`config.mk`:
```
export PLATFORM = sky130hd
export DESIGN_NAME = m65c02_map_loader
export DESIGN_NICKNAME = d
export VERILOG_FILES = /design/src/rtl/m65c02_mmu_pkg.sv /design/src/rtl/m65c02_map_loader_tmr.sv /design/src/rtl/m65c02_map_loader.sv
export SDC_FILE = /design/constraint.sdc
export NUM_CORES = 1
export LEC_CHECK = 0
export CAP_MARGIN = 20
export CORE_MARGIN = 1.5
export CORE_UTILIZATION = 50
export CTS_CLUSTER_DIAMETER = 100
export DETAILED_ROUTE_END_ITERATION = 7
export GPL_TIMING_DRIVEN = 0
export PLACE_DENSITY_LB_ADDON = 0.25
export SETUP_SLACK_MARGIN = 0.5
export SLEW_MARGIN = 20
export SYNTH_ARGS = -nofsm -noshare
export SYNTH_HDL_FRONTEND = slang
export SYNTH_SLANG_ARGS = --single-unit
```
`constraint.sdc`:
```
create_clock -name Clk -period 4.04 [get_ports Clk]
set_clock_uncertainty 0.2 [all_clocks]
set_input_delay 1.212 -clock Clk [delete_from_list [all_inputs] [get_ports Clk]]
set_output_delay 1.212 -clock Clk [all_outputs]
set_load 0.05 [all_outputs]
```
`src/rtl/m65c02_mmu_pkg.sv`:
```
// Shared MMU definitions: loader FSM encoding, status codes, MAP geometry.
package m65c02_mmu_pkg;

  localparam int   MAP_DEPTH = 32;
  localparam int   IDX_W     = 5;
  localparam int   CNT_W     = IDX_W + 1;
  localparam int   LAST_W    = IDX_W + 2;

  // Byte lane within a 16-bit MAP entry (drives MMU VA[0])
  localparam logic BYTE_LO   = 1'b0;   // PA/CS byte
  localparam logic BYTE_HI   = 1'b1;   // WS/Rsvd byte

  typedef enum logic [2:0] {
    ST_IDLE    = 3'd0,
    ST_MRD     = 3'd1,
    ST_MWR_MAP = 3'd2,
    ST_MRD_MAP = 3'd3,
    ST_MWR     = 3'd4,
    ST_FIN     = 3'd5
  } state_e;

  typedef enum logic [1:0] {
    ERR_NONE    = 2'd0,
    ERR_RANGE   = 2'd1,
    ERR_TIMEOUT = 2'd2,
    ERR_ABORT   = 2'd3
  } err_e;

  // A run is legal when it is non-empty and stays inside the MAP
  function automatic logic range_ok(input logic [IDX_W-1:0] first,
                                    input logic [CNT_W-1:0] count);
    logic [LAST_W-1:0] last;
    last = {2'b00, first} + {1'b0, count};
    return (count != '0) && (last <= LAST_W'(MAP_DEPTH));
  endfunction

endpackage

```
`src/rtl/m65c02_map_loader_tmr.sv`:
```
// Memory-acknowledge wait counter; expires after pTO request cycles without Mem_Ack.
module m65c02_map_loader_tmr #(
  parameter int pTO = 15
) (
  input  logic Clk,
  input  logic Rst,
  input  logic clr,
  input  logic en,
  output logic expire
);

  localparam logic [7:0] LIMIT = 8'(pTO - 1);

  logic [7:0] cnt;

  // Count un-acknowledged request cycles; cleared whenever no request is pending
  // NOTE: sequential state uses non-blocking assignments so every register samples pre-edge values.
  always_ff @(posedge Clk or posedge Rst) begin
    if (Rst)      cnt <= '0;
    else if (clr) cnt <= '0;
    else if (en)  cnt <= cnt + 8'd1;
  end

  // The pTO-th waiting cycle without an ack ends the request
  assign expire = en && (cnt == LIMIT);

endmodule

```
`src/rtl/m65c02_map_loader.sv`:
```
// MAP block-transfer sequencer: loads MMU map entries from memory or saves them back.
module m65c02_map_loader
  import m65c02_mmu_pkg::*;
#(
  parameter int pAW = 20,
  parameter int pTO = 15
) (
  input  logic             Clk,
  input  logic             Rst,
  input  logic             Start,
  input  logic             Dir,
  input  logic [pAW-1:0]   Base,
  input  logic [4:0]       First,
  input  logic [5:0]       Count,
  input  logic             Abort,
  output logic             Mem_Req,
  output logic             Mem_WE,
  output logic [pAW-1:0]   Mem_Addr,
  output logic [7:0]       Mem_DO,
  input  logic [7:0]       Mem_DI,
  input  logic             Mem_Ack,
  output logic             Sel_MAP,
  output logic             MAP_WE,
  output logic             MAP_RE,
  output logic [4:0]       Sel,
  output logic             Byte,
  output logic             MAP_Rdy,
  output logic [7:0]       MMU_DI,
  input  logic [7:0]       MMU_DO,
  output logic             Busy,
  output logic             Hold,
  output logic             Done,
  output logic [1:0]       Err
);

  state_e               state, state_nxt;
  logic [pAW-1:0]       addr_q;      // image address of current entry's low byte
  logic [IDX_W-1:0]     idx_q;
  logic [CNT_W-1:0]     cnt_q;       // entries remaining, including the current one
  logic                 byte_q;
  logic [7:0]           data_q;
  err_e                 err_q;
  logic                 abort_q;     // abort seen while a memory request was pending

  logic accept, bad_start, req_wait, tmr_expire, abort_any;
  logic byte_done, last_entry, set_timeout, set_abort;

  assign accept     = (state == ST_IDLE) && Start &&  range_ok(First, Count);
  assign bad_start  = (state == ST_IDLE) && Start && !range_ok(First, Count);
  assign req_wait   = (state == ST_MRD) || (state == ST_MWR);
  assign abort_any  = Abort || abort_q;
  assign last_entry = (cnt_q == CNT_W'(1));
  assign byte_done  = (state == ST_MWR_MAP) || ((state == ST_MWR) && Mem_Ack);

  m65c02_map_loader_tmr #(.pTO(pTO)) u_tmr (
    .Clk    (Clk),
    .Rst    (Rst),
    .clr    (!req_wait),
    .en     (req_wait && !Mem_Ack),
    .expire (tmr_expire)
  );

  // State register
  always_ff @(posedge Clk or posedge Rst) begin
    if (Rst) state <= ST_IDLE;
    else     state <= state_nxt;
  end

  // Next-state logic; timeout outranks a pending abort
  // NOTE: defaults first so every path assigns every signal; no latch is inferred.
  always_comb begin
    state_nxt   = state;
    set_timeout = 1'b0;
    set_abort   = 1'b0;
    unique case (state)
      ST_IDLE: begin
        if (accept) state_nxt = Dir ? ST_MRD_MAP : ST_MRD;
      end
      ST_MRD: begin
        if (tmr_expire) begin
          state_nxt   = ST_IDLE;
          set_timeout = 1'b1;
        end else if (Mem_Ack) begin
          if (abort_any) begin
            state_nxt = ST_IDLE;
            set_abort = 1'b1;
          end else begin
            state_nxt = ST_MWR_MAP;
          end
        end
      end
      ST_MWR_MAP: begin
        if (abort_any) begin
          state_nxt = ST_IDLE;
          set_abort = 1'b1;
        end else if (byte_q == BYTE_HI && last_entry) begin
          state_nxt = ST_FIN;
        end else begin
          state_nxt = ST_MRD;
        end
      end
      ST_MRD_MAP: begin
        if (abort_any) begin
          state_nxt = ST_IDLE;
          set_abort = 1'b1;
        end else begin
          state_nxt = ST_MWR;
        end
      end
      ST_MWR: begin
        if (tmr_expire) begin
          state_nxt   = ST_IDLE;
          set_timeout = 1'b1;
        end else if (Mem_Ack) begin
          if (abort_any) begin
            state_nxt = ST_IDLE;
            set_abort = 1'b1;
          end else if (byte_q == BYTE_HI && last_entry) begin
            state_nxt = ST_FIN;
          end else begin
            state_nxt = ST_MRD_MAP;
          end
        end
      end
      ST_FIN:  state_nxt = ST_IDLE;
      default: state_nxt = ST_IDLE;
    endcase
  end

  // Operand latch, byte capture, address/index advance and sticky status
  always_ff @(posedge Clk or posedge Rst) begin
    if (Rst) begin
      addr_q <= '0;
      idx_q  <= '0;
      cnt_q  <= '0;
      byte_q <= BYTE_LO;
      data_q <= '0;
      err_q  <= ERR_NONE;
    end else begin
      if (accept) begin
        addr_q <= Base;
        idx_q  <= First;
        cnt_q  <= Count;
        byte_q <= BYTE_LO;
        err_q  <= ERR_NONE;
      end else if (bad_start) begin
        err_q  <= ERR_RANGE;
      end
      if (set_timeout) err_q <= ERR_TIMEOUT;
      if (set_abort)   err_q <= ERR_ABORT;

      if (state == ST_MRD && Mem_Ack) data_q <= Mem_DI;
      if (state == ST_MRD_MAP)        data_q <= MMU_DO;

      if (byte_done) begin
        if (byte_q == BYTE_LO) begin
          byte_q <= BYTE_HI;
        end else begin
          byte_q <= BYTE_LO;
          idx_q  <= idx_q + IDX_W'(1);
          addr_q <= addr_q + pAW'(2);
          cnt_q  <= cnt_q - CNT_W'(1);
        end
      end
    end
  end

  // Remember an abort raised mid-request until the transfer unwinds
  always_ff @(posedge Clk or posedge Rst) begin
    if (Rst)                                        abort_q <= 1'b0;
    else if (state == ST_IDLE || state == ST_FIN)   abort_q <= 1'b0;
    else if (Abort)                                 abort_q <= 1'b1;
  end

  // Moore outputs decoded from the current state
  always_comb begin
    Mem_Req  = 1'b0;
    Mem_WE   = 1'b0;
    Mem_DO   = '0;
    Sel_MAP  = 1'b0;
    MAP_WE   = 1'b0;
    MAP_RE   = 1'b0;
    MAP_Rdy  = 1'b0;
    MMU_DI   = '0;
    Mem_Addr = addr_q + {{(pAW-1){1'b0}}, byte_q};
    Sel      = idx_q;
    Byte     = byte_q;
    Err      = err_q;
    Busy     = (state != ST_IDLE) && (state != ST_FIN);
    Hold     = Busy;
    Done     = (state == ST_FIN);
    unique case (state)
      ST_MRD:     Mem_Req = 1'b1;
      ST_MWR_MAP: begin
        Sel_MAP = 1'b1;
        MAP_WE  = 1'b1;
        MAP_Rdy = 1'b1;
        MMU_DI  = data_q;
      end
      ST_MRD_MAP: begin
        Sel_MAP = 1'b1;
        MAP_RE  = 1'b1;
      end
      ST_MWR: begin
        Mem_Req = 1'b1;
        Mem_WE  = 1'b1;
        Mem_DO  = data_q;
      end
      default: ;
    endcase
  end

endmodule

```
; ---- Word level (Yosys, flattened, before mapping)
; Cells that the tools add are included.
[totals]
elab_cells = 102
in_bits = 53
out_inout_bits = 53
reg_bits = 54
[classes]
n_lt_le_gt_ge = 1
n_eq_ne = 12
addsub = 6
reduce_logical = 26
muxes = 48
[ops]
columns = cell, n
row1 = 20-bit two-way mux, 3
row2 = 8-bit two-way mux, 6
row3 = 3-bit two-way mux, 10
row4 = 20-bit by 1-bit adder with 20-bit output, 1
row5 = 20-bit by 2-bit adder with 20-bit output (second input constant), 1
row6 = 6-bit two-way mux, 3
row7 = 1-bit two-way mux, 15
row8 = 5-bit two-way mux, 3
row9 = 3-bit case mux with 5 select lines, 1
row10 = 2-bit two-way mux, 6
row11 = 1-bit logical AND, 10
row12 = 3-bit != test (second input constant), 3
row13 = 8-bit by 1-bit adder with 8-bit output (second input constant), 1
row14 = 8-bit by 4-bit == test with 1-bit output (second input constant), 1
row15 = 5-bit by 6-bit adder with 7-bit output, 1
row16 = 7-bit by 6-bit less-or-equal comparator with 1-bit output (second input constant), 1
row17 = 3-bit by 2-bit == test with 1-bit output (second input constant), 2
row18 = 3-bit == test (second input constant), 2
row19 = 6-bit by 1-bit == test with 1-bit output (second input constant), 1
row20 = 2-bit nonzero test, 3
row21 = 6-bit nonzero test, 1
row22 = 6-bit by 1-bit subtractor with 6-bit output (second input constant), 1
row23 = 5-bit by 1-bit adder with 5-bit output (second input constant), 1
row24 = 1-bit logical OR, 4
row25 = other kinds (10), 12

; ---- Logic depth before layout (Yosys ltp)
; Gate-level depths: netlist of run 1.
[depth]
depth_word = 9
depth_mapped = 9

; ---- Modules after synthesis
; From an unflattened synthesis of run 1, not the netlist that was laid out.
[unflattened]
hier_cells = 437
hier_area_um2 = 3759.9
[by_module_without_submodules]
columns = module, instances, area_per_inst_um2, seq_area_each_um2, cells_per_inst
row1 = m65c02_map_loader, 1, 3334.4, 1151.1, 394
row2 = m65c02_map_loader_tmr, 1, 425.4, 200.2, 43

; ---- Least setup slack after synthesis of run 1
; No wires, ideal clock.
[synth_path]
path_type = flip-flop to output port
from = reg byte_q (netlist: Byte)
to = out Mem_Addr[16]
arrival_ns = 2.579
slack_ns = 0.049
path_stages_with_launch = 7
n_path_buf = 0
cell_sequence = dfrtp_1 -> ha_1 -> ha_1 -> nand3_1 -> nor3_1 -> nand3_1 -> xnor2_1
[synth_between]
elab_chain_len = 1
[synth_rtl]
columns = element, line
row1 = start: declaration, m65c02_map_loader.sv:40  ; logic byte_q;
row2 = start signal: assignment, m65c02_map_loader.sv:136  ; byte_q <= BYTE_LO;
row3 = start signal: assignment, m65c02_map_loader.sv:144  ; byte_q <= BYTE_LO;
row4 = start signal: assignment, m65c02_map_loader.sv:157  ; byte_q <= BYTE_HI;
row5 = 20-bit by 1-bit adder with 20-bit output, m65c02_map_loader.sv:185  ; Mem_Addr = addr_q + {{(pAW-1){1'b0}}, byte_q};
row6 = end: declaration, m65c02_map_loader.sv:18  ; output logic [pAW-1:0] Mem_Addr,
; Every way passes these cells.

; ---- Final worst setup path of run 1
[layout_path]
from = reg addr_q[1]
to = out Mem_Addr[19]
[layout_between]
elab_chain_len = 1
[layout_rtl]
columns = element, line
row1 = start: declaration, m65c02_map_loader.sv:37  ; logic [pAW-1:0] addr_q;
row2 = start signal: assignment, m65c02_map_loader.sv:141  ; addr_q <= Base;
row3 = start signal: assignment, m65c02_map_loader.sv:161  ; addr_q <= addr_q + pAW'(2);
row4 = 20-bit by 1-bit adder with 20-bit output, m65c02_map_loader.sv:185
; Every way passes these cells.

==> results of run 1 <==
## how the worst max path moves through the flow
| stage | startpoint | to | slack (ns) | cells past startpoint |
|---|---|---|---|---|
| finish | addr_q[1] | Mem_Addr[19] | 0.48 | 6 |
| CTS | addr_q[1] | Mem_Addr[17] | 0.41 | 7 |
| floorplan | addr_q[1] | Mem_Addr[17] | 0.55 | 6 |
| global route | addr_q[1] | Mem_Addr[17] | 0.40 | 7 |
| global placement | addr_q[1] | Mem_Addr[17] | -0.22 | 7 |
| detailed placement | addr_q[1] | Mem_Addr[17] | -0.23 | 7 |
## where the power goes
part	switching (W)	internal (W)	leakage, nW	total [W]
Clock	0.000203	0.000126	0.0447	0.000329
Sequential	0.000231	0.000769	0.643	0.00100
Combinational	0.00154	0.000875	1.68	0.00241
Total	0.00197	0.00177	2.37	0.00374
## through the flow
stage	instances	area, µm²	worst slack (ns)
finish	654	5280	0.477
global route	654	5280	0.397
CTS	648	5170	0.414
detailed placement	633	4920	-0.229
global placement	633	4920	-0.218
floorplan	429	3750	0.549
## kinds of logic (layout without fill, tap and decap cells)
group,after synthesis,in the layout,share of synthesized area [%]
AND/OR/NAND/NOR,172,172,24.0
AO/OA/AOI/OAI,101,101,18.4
flip-flops,54,54,36.7
buffers and inverters,47,173,5.74
XOR/XNOR,27,27,6.42
adder cells (fa/ha/maj),14,14,4.96
multiplexers,14,14,3.84
## repair_timing
item                       in CTS  in global routing
resized for setup             156                 81
gates cloned                    1                  0
setup endpoints to repair      76                 71
setup buffers                   6                  6
pin swaps                       8                 11
## sequential cells by signal (all words and copies together) (netlist names)
| signal | count |
|---|---|
| cnt_q | 6 |
| state | 3 |
| addr_q | 20 |
| Sel | 5 |
| Byte | 1 |
| u_tmr.cnt | 8 |
| abort_q | 1 |
| Err | 2 |
| data_q | 8 |
## layer usage
| metal | vias up | global-route usage [%] |
|---|---|---|
| met5 | - | 0 |
| met4 | 0 | 10.5 |
| met3 | 27 | 3.73 |
| met2 | 153 | 44.1 |
| met1 | 1824 | 35.2 |
| li1 | 1775 | - |
## cell usage after synthesis, drive strengths merged, types with 10 or more instances
cell type	count	area (µm²)
mux2i	13	130
clkbuf	15	56.3
and2	16	100
nand3	29	145
ha	13	163
o21ai	24	124
xnor2	17	149
nand2	27	101
a21oi	37	185
dfrtp	54	1350
nor3	12	60.1
nor2	42	158
xor2	10	87.6
inv	17	63.8
buf	15	91.3
## area by class of cell
class / count / area, µm²
multi-input cells: 328 / 2370
fillers: 529 / 1890
flip-flops and latches: 54 / 1350
repair buffers: 118 / 1100
plain buffers: 30 / 171
well taps: 99 / 124
clock buffers: 5 / 68.8
inverters: 17 / 66.3
clock inverters: 3 / 25.0
## worst max-delay path: stages (launching register included)
cell,delay [ns]
dfrtp_2,0.45
ha_4,0.18
nand4_1,0.17
nor4_4,0.41
nand4_1,0.21
xnor2_2,0.22
buf_6,0.18
==> summary.md, run 1 <==
| Metric | Value |
|---|---|
| Status | completed |
| Final Power | 0.00374 W |
| Post-DRT Antenna Nets | 0 |
| Sequential-to-total area share from yosys stat | 36.7% |
| Pre-antenna DRT Iters | 5 |
| Drt drc | 0 |
| Critical Path Fanout Max | 7 |
| DRT Wirelength | 10900 µm |
| Min-Delay Path Depth | 2 |
| Setup TNS | 0 ns |
| RSZ-0062 raised after global routing | true |
| F_max | 0.281 GHz |
| Critical path required time | 2.63 ns |
| WS Path Type | reg -> out |
| Total length of routed met3 wires | 635 µm |
| Hold WS | 0.303 ns |
| Mean routed wirelength per cell | 16.7 µm |
| Met2 WL post-DR | 5560 µm |
| Net count after synthesis | 496 |
| Mapped Cells | 429 |
| First-pass GRT wire length | 16100 µm |
| Fin. max-slew vios | 0 |
| Via density | 5.78 |
| Root Driver | clkbuf_8 |
| Number of diodes | 0 |
| WL met1 | 4400 µm |
| Synth Cell Area | 0.00369 mm² |
| Maximum VDD drop | 0.000407 V |
| Final Wtd Congestion | 0.914 |
| Commonest cells after routing, fill and taps aside | clkdlybuf4s50_1 (55), dfrtp_1 (52), nor2_1 (41), a21oi_1 (36), nand3_1 (26) |
| Max-cap viol count | 0 |
| CTS hold repair buffers | 0 |
| Die W | 88.9 µm |
| Share of cells above drive strength 1 | 22.2% |
| Layout area overhead | 43.3% |
| Clock sinks | 54 |
| R2R depth | 7 |
| Hold Startpoint | data_q[2] |
| Fin. Hold Viols | 0 |
| Worst-skew pair later-pin latency | 0.33 ns |
| #FFs+latches synth | 54 |
| Fin util | 73.6% |
| Starting Density | 51.4% |
| Most common cell after layout, fill and taps aside | clkdlybuf4s50_1 |
| EDFF count, synth | 0 |
| Crit. End Element | output pin |
| Syn Area/Cell | 8.59 µm² |
| Min Tclk post-route | 3.56 ns |
| Hold WC Path Type | reg -> reg |
| # rows | 31 |
| RR Endpoint | addr_q[4] |
| Clock H-tree levels | 2 |
| Boundary pin count | 106 |
| Die H | 88.9 µm |
| HPWL after DPL | 7490 µm |
| Asr flop ratio synth | 100% |
| PwrDens | 708 mW/mm² |
| Synth warnings | 0 |
| Reg2Reg Setup Slack | 1.64 ns |
| Tot GR Track Use | 26.6% |
| Vias in the first global route | 3352 |
| Final Cycle Share | 88.2% |
| Initial antenna violation count | 0 |
| 1st-iter DRT viols | 291 |
| Deepest clock path buffer count | 2 |
| Largest net degree at the start of global routing | 55 |
| Worst slew margin | 46.5% |
| Hold endpoint | data_q[2] |
| Worst r2r src | state[2] |
| Most used DFF post-synth | dfrtp_1 |
| Register clock-pin slew on the reported worst setup and hold paths | 0.11 ns |
| Via count | 3779 |
| Total CTS buffers | 5 |
| Actual slew at the worst max-slew pin | 0.795 ns |
| Final nets | 621 |
| Die area | 0.00790 mm² |
| DR top layer | met4 |
| GRT overflow | 0 |
| IO Port Bufs | 105 |
| CTS tree | done |
| Final setup fails | 0 |
| Leak | 2.37 nW |
| Core area | 0.00718 mm² |
| CP Launch Type | register |
| Synth unique cells | 54 |
| Critical path arrival | 2.15 ns |
Power figures use the tool's default switching activity.
==> run 2, diff against run 1 <==
- MAX_ROUTING_LAYER: not set -> met4
==> summary.md, run 2 (synthesis gave the netlist of run 1 again) <==
| Metric | Value |
|---|---|
| WS Path Type | reg -> out |
| Core area | 0.00718 mm² (unchanged) |
| # rows | 31 (unchanged) |
| CP Launch Type | register |
| Crit. End Element | output pin |
| Via count | 3810 (+0.82%) |
| Share of cells above drive strength 1 | 22.2% (unchanged) |
| CTS tree | done |
| Min-Delay Path Depth | 2 (unchanged) |
| IO Port Bufs | 105 (unchanged) |
| Pre-antenna DRT Iters | 5 (unchanged) |
| Crit-path leading delay family | simple AND/OR/NAND/NOR gates |
| R2R depth | 7 (unchanged) |
| Boundary pin count | 106 (unchanged) |
| RSZ-0062 raised after global routing | true |
| Critical path arrival | 2.14 ns (about the same) |
| CTS hold repair buffers | 0 (unchanged) |
| Via density | 5.83 (+0.82%) |
| GRT overflow | 0 (unchanged) |
| Fin. max-slew vios | 0 (unchanged) |
| Biggest register | addr_q |
| Critical Path Fanout Max | 7 (unchanged) |
| Hold WC Path Type | reg -> reg |
| Root Driver | clkbuf_8 |
| CP Depth | 6 (unchanged) |
| Post-DRT Antenna Nets | 0 (unchanged) |
| Leak | 2.37 nW (about the same) |
| Deepest clock path buffer count | 2 (unchanged) |
| Starting Density | 51.4% (unchanged) |
| Commonest cells after routing, fill and taps aside | clkdlybuf4s50_1 (55), dfrtp_1 (52), nor2_1 (41), a21oi_1 (36), nand3_1 (26) |
| CP most frequent cell | nand4_1 |
| Crit-path cells | ha_4 > nand4_1 > nor4_4 > nand4_1 > xnor2_2 > buf_6 |
| Layout area overhead | 43.3% (unchanged) |
| Initial antenna violation count | 0 (unchanged) |
| Tot GR Track Use | 27.4% (+0.83 points) |
| 1st-iter DRT viols | 275 (-5.5%) |
| Maximum VDD drop | 0.000407 V (about the same) |
| Number of diodes | 0 (unchanged) |
| PwrDens | 708 mW/mm² (about the same) |
| Drt drc | 0 (unchanged) |
| Actual slew at the worst max-slew pin | 0.814 ns (+0.0185 ns) |
| Clock sinks | 54 (unchanged) |
| Status | completed |
| Final Wtd Congestion | 0.930 (+1.7%) |
| DRT Wirelength | 10900 µm (-0.20%) |
| F_max | 0.281 GHz (+0.27%) |
| Max-cap viol count | 0 (unchanged) |
| Worst slew margin | 45.2% (-1.2 points) |
| Final Cycle Share | 88.0% (-0.24 points) |
| Crit path buf inv count | 1 (unchanged) |
| Critical path required time | 2.63 ns (about the same) |
| Die W | 88.9 µm (unchanged) |
| Mean routed wirelength per cell | 16.6 µm (-0.20%) |
| Final setup fails | 0 (unchanged) |
| Min Tclk post-route | 3.55 ns (-0.00960 ns) |
| Most common cell after layout, fill and taps aside | clkdlybuf4s50_1 |
| Hold WS | 0.303 ns (+0.000121 ns) |
| Largest net degree at the start of global routing | 55 (unchanged) |
| Die H | 88.9 µm (unchanged) |
| Worst path max stage delay | 0.45 ns (about the same) |
| Final nets | 621 (unchanged) |
| Worst-skew pair later-pin latency | 0.33 ns (about the same) |
| Clock H-tree levels | 2 (unchanged) |
| HPWL after DPL | 7490 µm (unchanged) |
| Largest register FFs | 20 (unchanged) |
| Register clock-pin slew on the reported worst setup and hold paths | 0.11 ns (about the same) |
| Total CTS buffers | 5 (unchanged) |
| Largest regs | addr_q: 20 flops, data_q: 8 flops, u_tmr.cnt: 8 flops |
| Fin. Hold Viols | 0 (unchanged) |
| Vias in the first global route | 3349 (-0.089%) |
| First-pass GRT wire length | 16100 µm (+0.22%) |
| Slowest cell on crit path | dfrtp_2 |
| Die area | 0.00790 mm² (unchanged) |
| Final Power | 0.00374 W (about the same) |
run 2: worst register-to-register path: cells and delay by family, from the launching register on:
family          cells  cell delay [ns]
buf+inv             3             0.92
simple gates        1             0.24
flops               1             0.33
compound gates      3             0.58
run 2: final timing paths:
kind	from	to	slack, ns
worst min-delay path	data_q[2]	data_q[2]	0.30
worst max register to register	state[2]	addr_q[4]	1.65
worst min register to register	data_q[2]	data_q[2]	0.30
max in group asynchronous	Rst	addr_q[1]	2.01
min in group asynchronous	Rst	u_tmr.cnt[4]	1.13
worst max-delay path	addr_q[1]	Mem_Addr[19]	0.49
run 2: timing repair:
| item | 4_1_cts | 5_1_grt |
|---|---|---|
| pin swaps | 8 | 11 |
| endpoints found under the setup margin | 76 | 71 |
| cloned | 1 | 0 |
| gates resized for setup | 156 | 79 |
| setup buffers | 6 | 6 |
run 2: per-stage QoR:
stage | std cells | utilization (%) | area (µm²) | TNS (ns) | setup WS, ns
floorplan | 429 | - | 3750 | 0 | 0.549
global placement | 633 | 68.6 | 4920 | -3.51 | -0.218
detailed placement | 633 | 68.6 | 4920 | -5.66 | -0.229
CTS | 648 | 72.1 | 5170 | 0 | 0.414
global route | 654 | 73.6 | 5280 | 0 | 0.399
finish | 654 | 73.6 | 5280 | 0 | 0.486
run 2: metal layers:
| metal | vias up | global-route usage, % | wire length (µm) | share of wire, % |
|---|---|---|---|---|
| met3 | 28 | 3.26 | 574 | 5.3 |
| met5 | - | - | 0 | 0 |
| met1 | 1847 | 35.4 | 4440 | 41 |
| li1 | 1772 | - | - | - |
| met4 | 0 | 10.5 | 253 | 2.3 |
| met2 | 163 | 44.1 | 5600 | 52 |
run 2: layout make-up:
class | instances | area [µm²]
fill | 529 | 1890
timing repair buffer | 118 | 1100
clock buffer | 5 | 68.8
inverter | 17 | 66.3
sequential | 54 | 1350
tap | 99 | 124
clock inverter | 3 | 25.0
buffer | 30 | 171
multi-input combinational | 328 | 2370
run 2: power by group:
group	switching (W)	internal (W)
combinational	0.00154	0.000875
sequential	0.000233	0.000769
clock	0.000203	0.000126
